**src/rtl/cond_it_unit.sv**
```systemverilog
// cond_it_unit
// Conditional-execution unit. It evaluates ARM condition codes against one of
// NCTX = 2**CTXW banked NZCV flag contexts, gates the register, memory and PC
// write requests of the main control FSM, and sequences Thumb-style IT blocks
// of up to ITMAX instructions. A single saved-flags register supports
// exception entry (save) and return (restore).
//
// Ports
//   clk, reset                 clock; synchronous active-low reset
//   Cond, ALUFlags, FlagW      condition field, ALU {N,Z,C,V}, flag write request
//   PCS, NextPC, RegW, MemW    raw write requests
//   CondLatch, InstrDone       latch CondEx into CondExR; retire strobe
//   CtxSel                     active flag context
//   ITStart, ITBase, ITLen,
//   ITPat                      IT block load: base cond, length, then/else mask
//   SaveFlags, RestoreFlags    exception entry / return
//   PCWrite, RegWrite,
//   MemWrite                   gated write enables
//   CondEx, CondExR            live and latched condition result
//   Flags, SavedFlags          selected context flags, saved flags
//   ITActive, ITRemain, ITErr  IT status; ITErr pulses on a rejected ITStart
module cond_it_unit #(
   parameter int CTXW  = 1,
   parameter int ITMAX = 4
) (
   input  logic            clk,
   input  logic            reset,
   input  logic [3:0]      Cond,
   input  logic [3:0]      ALUFlags,
   input  logic [1:0]      FlagW,
   input  logic            PCS,
   input  logic            NextPC,
   input  logic            RegW,
   input  logic            MemW,
   input  logic            CondLatch,
   input  logic            InstrDone,
   input  logic [CTXW-1:0] CtxSel,
   input  logic            ITStart,
   input  logic [3:0]      ITBase,
   input  logic [2:0]      ITLen,
   input  logic [2:0]      ITPat,
   input  logic            SaveFlags,
   input  logic            RestoreFlags,
   output logic            PCWrite,
   output logic            RegWrite,
   output logic            MemWrite,
   output logic            CondEx,
   output logic            CondExR,
   output logic [3:0]      Flags,
   output logic [3:0]      SavedFlags,
   output logic            ITActive,
   output logic [2:0]      ITRemain,
   output logic            ITErr
);

   localparam int unsigned NCTX = 2**CTXW;

   typedef enum logic {IT_IDLE, IT_ACTIVE} it_state_t;

   it_state_t  state_q, state_d;

   logic [3:0] ctx_q [NCTX];
   logic [3:0] saved_q;
   logic       condexr_q;
   logic [2:0] remain_q;
   logic [2:0] pat_q;
   logic [3:0] base_q;
   logic [3:0] itcond_q;
   logic       iterr_q;

   logic [3:0] cur_flags;
   logic [3:0] eff_cond;
   logic       condex;
   logic [1:0] flagwrite;
   logic       len_ok;
   logic       it_load;
   logic       it_adv;
   logic       it_inv;
   logic [3:0] it_next_cond;

   function automatic logic cond_eval(input logic [3:0] c, input logic [3:0] f);
      logic n, z, cf, v;
      n  = f[3];
      z  = f[2];
      cf = f[1];
      v  = f[0];
      case (c)
         4'b0000: cond_eval = z;
         4'b0001: cond_eval = ~z;
         4'b0010: cond_eval = cf;
         4'b0011: cond_eval = ~cf;
         4'b0100: cond_eval = n;
         4'b0101: cond_eval = ~n;
         4'b0110: cond_eval = v;
         4'b0111: cond_eval = ~v;
         4'b1000: cond_eval = cf & ~z;
         4'b1001: cond_eval = ~(cf & ~z);
         4'b1010: cond_eval = (n == v);
         4'b1011: cond_eval = (n != v);
         4'b1100: cond_eval = ~z & (n == v);
         4'b1101: cond_eval = ~(~z & (n == v));
         default: cond_eval = 1'b1;
      endcase
   endfunction

   // Condition evaluation and write gating
   always_comb begin
      cur_flags = ctx_q[CtxSel];
      eff_cond  = (state_q == IT_ACTIVE) ? itcond_q : Cond;
      condex    = cond_eval(eff_cond, cur_flags);
      flagwrite = FlagW & {2{condex}};
      len_ok    = (ITLen != 3'd0) && (ITLen <= 3'(ITMAX));
      it_load   = ITStart && (state_q == IT_IDLE) && len_ok;
      it_adv    = InstrDone && (state_q == IT_ACTIVE);
      // The AL/NV base has no meaningful inverse, so else-slots keep the base.
      it_inv       = (base_q[3:1] != 3'b111) && !pat_q[0];
      it_next_cond = {base_q[3:1], base_q[0] ^ it_inv};
   end

   // IT sequencer: state register
   always_ff @(posedge clk) begin
      if (!reset) state_q <= IT_IDLE;
      else        state_q <= state_d;
   end

   // IT sequencer: next state
   always_comb begin
      state_d = state_q;
      case (state_q)
         IT_IDLE:   if (it_load) state_d = IT_ACTIVE;
         IT_ACTIVE: if (it_adv && (remain_q == 3'd1)) state_d = IT_IDLE;
         default:   state_d = IT_IDLE;
      endcase
   end

   // IT sequencer: outputs and gated enables
   always_comb begin
      ITActive   = (state_q == IT_ACTIVE);
      ITRemain   = remain_q;
      ITErr      = iterr_q;
      CondEx     = condex;
      CondExR    = condexr_q;
      Flags      = cur_flags;
      SavedFlags = saved_q;
      RegWrite   = RegW & condex;
      MemWrite   = MemW & condex;
      PCWrite    = (PCS & condexr_q) | NextPC;
   end

   // IT datapath. An ITStart seen while active, or with a bad length, is
   // dropped; a same-cycle InstrDone still advances an active block.
   always_ff @(posedge clk) begin
      if (!reset) begin
         remain_q <= '0;
         pat_q    <= '0;
         base_q   <= '0;
         itcond_q <= '0;
         iterr_q  <= 1'b0;
      end else begin
         iterr_q <= ITStart && ((state_q == IT_ACTIVE) || !len_ok);
         if (it_load) begin
            remain_q <= ITLen;
            pat_q    <= ITPat;
            base_q   <= ITBase;
            itcond_q <= ITBase;
         end else if (it_adv) begin
            remain_q <= remain_q - 3'd1;
            pat_q    <= pat_q >> 1;
            if (remain_q > 3'd1) itcond_q <= it_next_cond;
         end
      end
   end

   // Flag contexts, saved flags and latched condition. Restore overrides any
   // same-cycle flag write; save always samples the pre-edge context value.
   always_ff @(posedge clk) begin
      if (!reset) begin
         for (int unsigned i = 0; i < NCTX; i++) ctx_q[i] <= '0;
         saved_q   <= '0;
         condexr_q <= 1'b0;
      end else begin
         for (int unsigned i = 0; i < NCTX; i++) begin
            if (CtxSel == CTXW'(i)) begin
               if (RestoreFlags) begin
                  ctx_q[i] <= saved_q;
               end else begin
                  if (flagwrite[1]) ctx_q[i][3:2] <= ALUFlags[3:2];
                  if (flagwrite[0]) ctx_q[i][1:0] <= ALUFlags[1:0];
               end
            end
         end
         if (SaveFlags) saved_q   <= cur_flags;
         if (CondLatch) condexr_q <= condex;
      end
   end

endmodule

```
**config.mk**
```make
export PLATFORM = sky130hd
export DESIGN_NAME = cond_it_unit
export DESIGN_NICKNAME = d
export VERILOG_FILES = /design/src/rtl/cond_it_unit.sv
export SDC_FILE = /design/constraint.sdc
export NUM_CORES = 1
export LEC_CHECK = 0
export CORE_MARGIN = 4
export CORE_UTILIZATION = 47
export CTS_BUF_LIST = sky130_fd_sc_hd__clkbuf_8 sky130_fd_sc_hd__clkbuf_16
export DETAILED_ROUTE_END_ITERATION = 12
export MAX_ROUTING_LAYER = met4
export PLACE_DENSITY = 0.8
export SLEW_MARGIN = 20
export SYNTH_ARGS = -nofsm -noshare
export SYNTH_HDL_FRONTEND = slang
export SYNTH_SLANG_ARGS = --single-unit
export TNS_END_PERCENT = 1
```
**constraint.sdc**
```tcl
create_clock -name clk -period 3.35 [get_ports clk]
set_input_delay 0.67 -clock clk [delete_from_list [all_inputs] [get_ports clk]]
set_output_delay 0.67 -clock clk [all_outputs]
set_load 0.01 [all_outputs]
```
==> impl_metrics.csv <==
group,metric,value,unit
outcome,status,"finished clean",
finish,n_antenna_cell,0,
logic_synthesis,synthesis.nets,226,
cts,cts-hold-fix-buffers,0,
job,maxCapViolCount,0,
detailed_routing,drtIter0Drc,80,
timing,fin_crit_sh,96.4,%
worst_setup_path,cp_max_fo,4,
cts,cts_tree,"yes",
finish,drive_above_1_share,12.7,%
hold_path,whs_path_depth,2,
floorplan,initial_core_util,49.5,%
floorplan,die_height,68.0,µm
timing,tightest_slew,501,ps
cts,clk_path_buf_depth,2,
hold_path,worstHoldEndpoint,"pat_q[2]$_SDFFE_PN0P_",
placement,dp_cells,290,
cts,clock-sinks,29,
cts,path_clk_slew,60,ps
detailed_routing,routed_wl,4.35,mm
timing,drv_slew,0,
hold_path,hold_start,"pat_q[2]$_SDFFE_PN0P_",
power_and_ir_drop,ir_worst_vdd,0.346,mV
placement,portBuffers,49,
power_and_ir_drop,p_per_area,434,mW/mm²
finish,fin_nets,285,
floorplan,fp-row-count,21,
detailed_routing,wl_met3,340,µm
logic_synthesis,yosys_warnings,0,
detailed_routing,routed_wire_length_per_instance,14.6,µm
logic_synthesis,async_flop_share,0,%
timing,period_minus_slack,3230,ps
timing,hold_violations,0,
logic_synthesis,synthCells,192,
logic_synthesis,yosysUniqueCellTypes,44,
worst_setup_path,reg2reg_to,"ctx_q[1][3]$_DFFE_PP_",
detailed_routing,wl_met1,1.88,mm
logic_synthesis,synth.yosys.seq_area_share,39.1,%
logic_synthesis,synthFlopType,"dfxtp_1",
global_route,overflow,0,
cts,cts_made_buffers,5,
finish,nFillCells,275,
worst_setup_path,cp.arrival,2560,ps
cts,cts_root_buffer,"clkbuf_8",
logic_synthesis,syn_area,0.00169,mm²
finish,synthToLayoutAreaGrowth,41.9,%
cts,clk-insertion-delay-late,290,ps
worst_setup_path,r2r_start,"ITActive$_SDFF_PN0_",
cts,htree_levels,2,
global_route,grt_pass1_vias,1465,
global_route,grt_pass1_wl,6.84,mm
placement,gp_congestion,0.934,
floorplan,coreArea,0.00342,mm²
worst_setup_path,cp.required,2680,ps
detailed_routing,ant_nets,0,
placement,dp_slack,-306,ps
power_and_ir_drop,power.leakage,0.00100,µW
timing,rsz0062_at_grt,"false",
timing,setup_viol,0,
logic_synthesis,synth_edf_count,8,
timing,finClkSkew,5.07,ps
global_route,antenna_found_initial,0,
timing,setup_ws,119,ps
placement,hpwl,3.35,mm
logic_synthesis,avgSynthCellArea,8.81,µm²
timing,final.setup.tns,0,ps
global_route,track_usage,21.3,%
detailed_routing,top_layer_used,"met4",
worst_setup_path,end_kind,"output pin",
power_and_ir_drop,finalPower,1040,µW
logic_synthesis,ys_ff_latch,29,
global_route,grt_max_degree,19,
worst_setup_path,rr_worst_depth,9,
timing,clock.fmax,310,MHz
floorplan,pin_count,50,
floorplan,die_x,68.0,µm
hold_path,hold_path.class,"flop to flop",
detailed_routing,via_per_inst,5.34,
worst_setup_path,reg2reg_slack,960,ps
detailed_routing,drc,0,
detailed_routing,wl_met2,2.02,mm
finish,stdcell_count,298,
detailed_routing,drt_pass1_iterations,4,
timing,maxSlewHeadroom,66.5,%
detailed_routing,vias,1590,
floorplan,die-area,0.00462,mm²
worst_setup_path,crit_type,"input pin to output pin",
worst_setup_path,crit_path_start_kind,"input pin",
per-layer routing:
metal	GRT usage (%)	up-vias
li1	-	794
met1	27.2	726
met2	31.0	60
met3	5.25	10
met4	10.9	0
met5	-	-
cell usage after synthesis, types with 2 or more instances:
cell type / number / area share (%)
dfxtp_1: 21 / 25
edfxtp_1: 8 / 14
xnor2_1: 7 / 3.6
mux2i_1: 12 / 7.1
clkbuf_1: 7 / 1.6
a21boi_0: 3 / 1.3
nor3_1: 2 / 0.59
o21ai_0: 4 / 1.2
nand3_1: 7 / 2.1
a32o_1: 3 / 1.8
and4_1: 2 / 1.0
inv_1: 10 / 2.2
ha_1: 2 / 1.5
and2_1: 7 / 2.6
a31oi_1: 4 / 1.5
o211ai_1: 2 / 0.89
nand2_1: 25 / 5.5
nor2_1: 16 / 3.6
a21boi_1: 4 / 1.8
a211oi_1: 2 / 0.89
a21oi_2: 2 / 1.0
a31o_1: 2 / 1.0
buf_6: 2 / 1.3
o211a_1: 3 / 1.8
a21oi_1: 6 / 1.8
o21ai_1: 8 / 2.4
xor2_1: 3 / 1.6
mux2_2: 2 / 1.3
report_power, final:
group / switching (µW) / total (µW) / internal (µW)
clock: 139 / 324 / 185
combinational: 143 / 305 / 163
sequential: 22.6 / 414 / 391
worst max-delay path, stage by stage:
cell             delay [ps]
clkdlybuf4s50_1         450
mux2i_4                 220
mux2i_1                 240
xor2_1                  160
o22ai_1                 100
a211o_4                 290
and2_1                  160
dlygate4sd2_1           270
state kept, by name, indices dropped and copies added, names as in the netlist:
signal / flops
itcond_q: 4
ITRemain: 3
base_q: 4
ITActive: 1
ITErr: 1
CondExR: 1
pat_q: 3
SavedFlags: 4
ctx_q: 8
stage by stage:
step	hold slack (ps)	instance area, µm²	utilization [%]
3_3_place_gp	454	2280	66.9
3_5_place_dp	456	2280	66.9
4_1_cts	464	2400	70.2
2_1_floorplan	444	1690	-
5_1_grt	490	2400	70.3
6_report	465	2400	70.3
worst max path at each step:
stage | endpoint | cells past startpoint | from | slack [ps]
6_report | RegWrite | 8 | Cond[1] | 120
5_1_grt | RegWrite | 8 | Cond[1] | 20
4_1_cts | CondEx | 7 | Cond[1] | 60
3_5_place_dp | RegWrite | 9 | CtxSel | -310
3_3_place_gp | RegWrite | 9 | CtxSel | -210
2_1_floorplan | MemWrite | 8 | CtxSel | 490
area by class of cell:
class,instances,area (µm²),area share [%]
clock buffer,7,96.3,4.01
clock inverter,1,5.00,0.208
inverter,12,45.0,1.88
multi-input combinational,140,938,39.1
sequential,29,661,27.5
tap,46,57.6,2.40
timing repair buffer,63,598,24.9
placed cells by master (no fill, tap or decap), drive strengths merged, types with 8 or more instances in the layout:
| cell type | Yosys | layout |
|---|---|---|
| dfxtp | 21 | 21 |
| edfxtp | 8 | 8 |
| o21ai | 12 | 12 |
| nor2 | 16 | 16 |
| inv | 11 | 11 |
| buf | 4 | 14 |
| nand2 | 25 | 25 |
| mux2i | 13 | 13 |
| a21oi | 8 | 8 |
| clkdlybuf4s50 | 0 | 45 |
kinds of logic after synthesis:
logic type,share of synthesized area (%)
AO/OA/AOI/OAI,22.3
adder cells (fa/ha/maj),1.48
multiplexers,9.25
buffers and inverters,6.21
XOR/XNOR,5.18
AND/OR/NAND/NOR,16.6
flip-flops,39.1
what timing repair did:
action,4_1_cts,5_1_grt
setup buffers,0,0
resized for setup,6,1
endpoints found under the hold margin,0,0
endpoints found under the setup margin,3,1
Note: power is estimated with default switching activity, not from simulation.
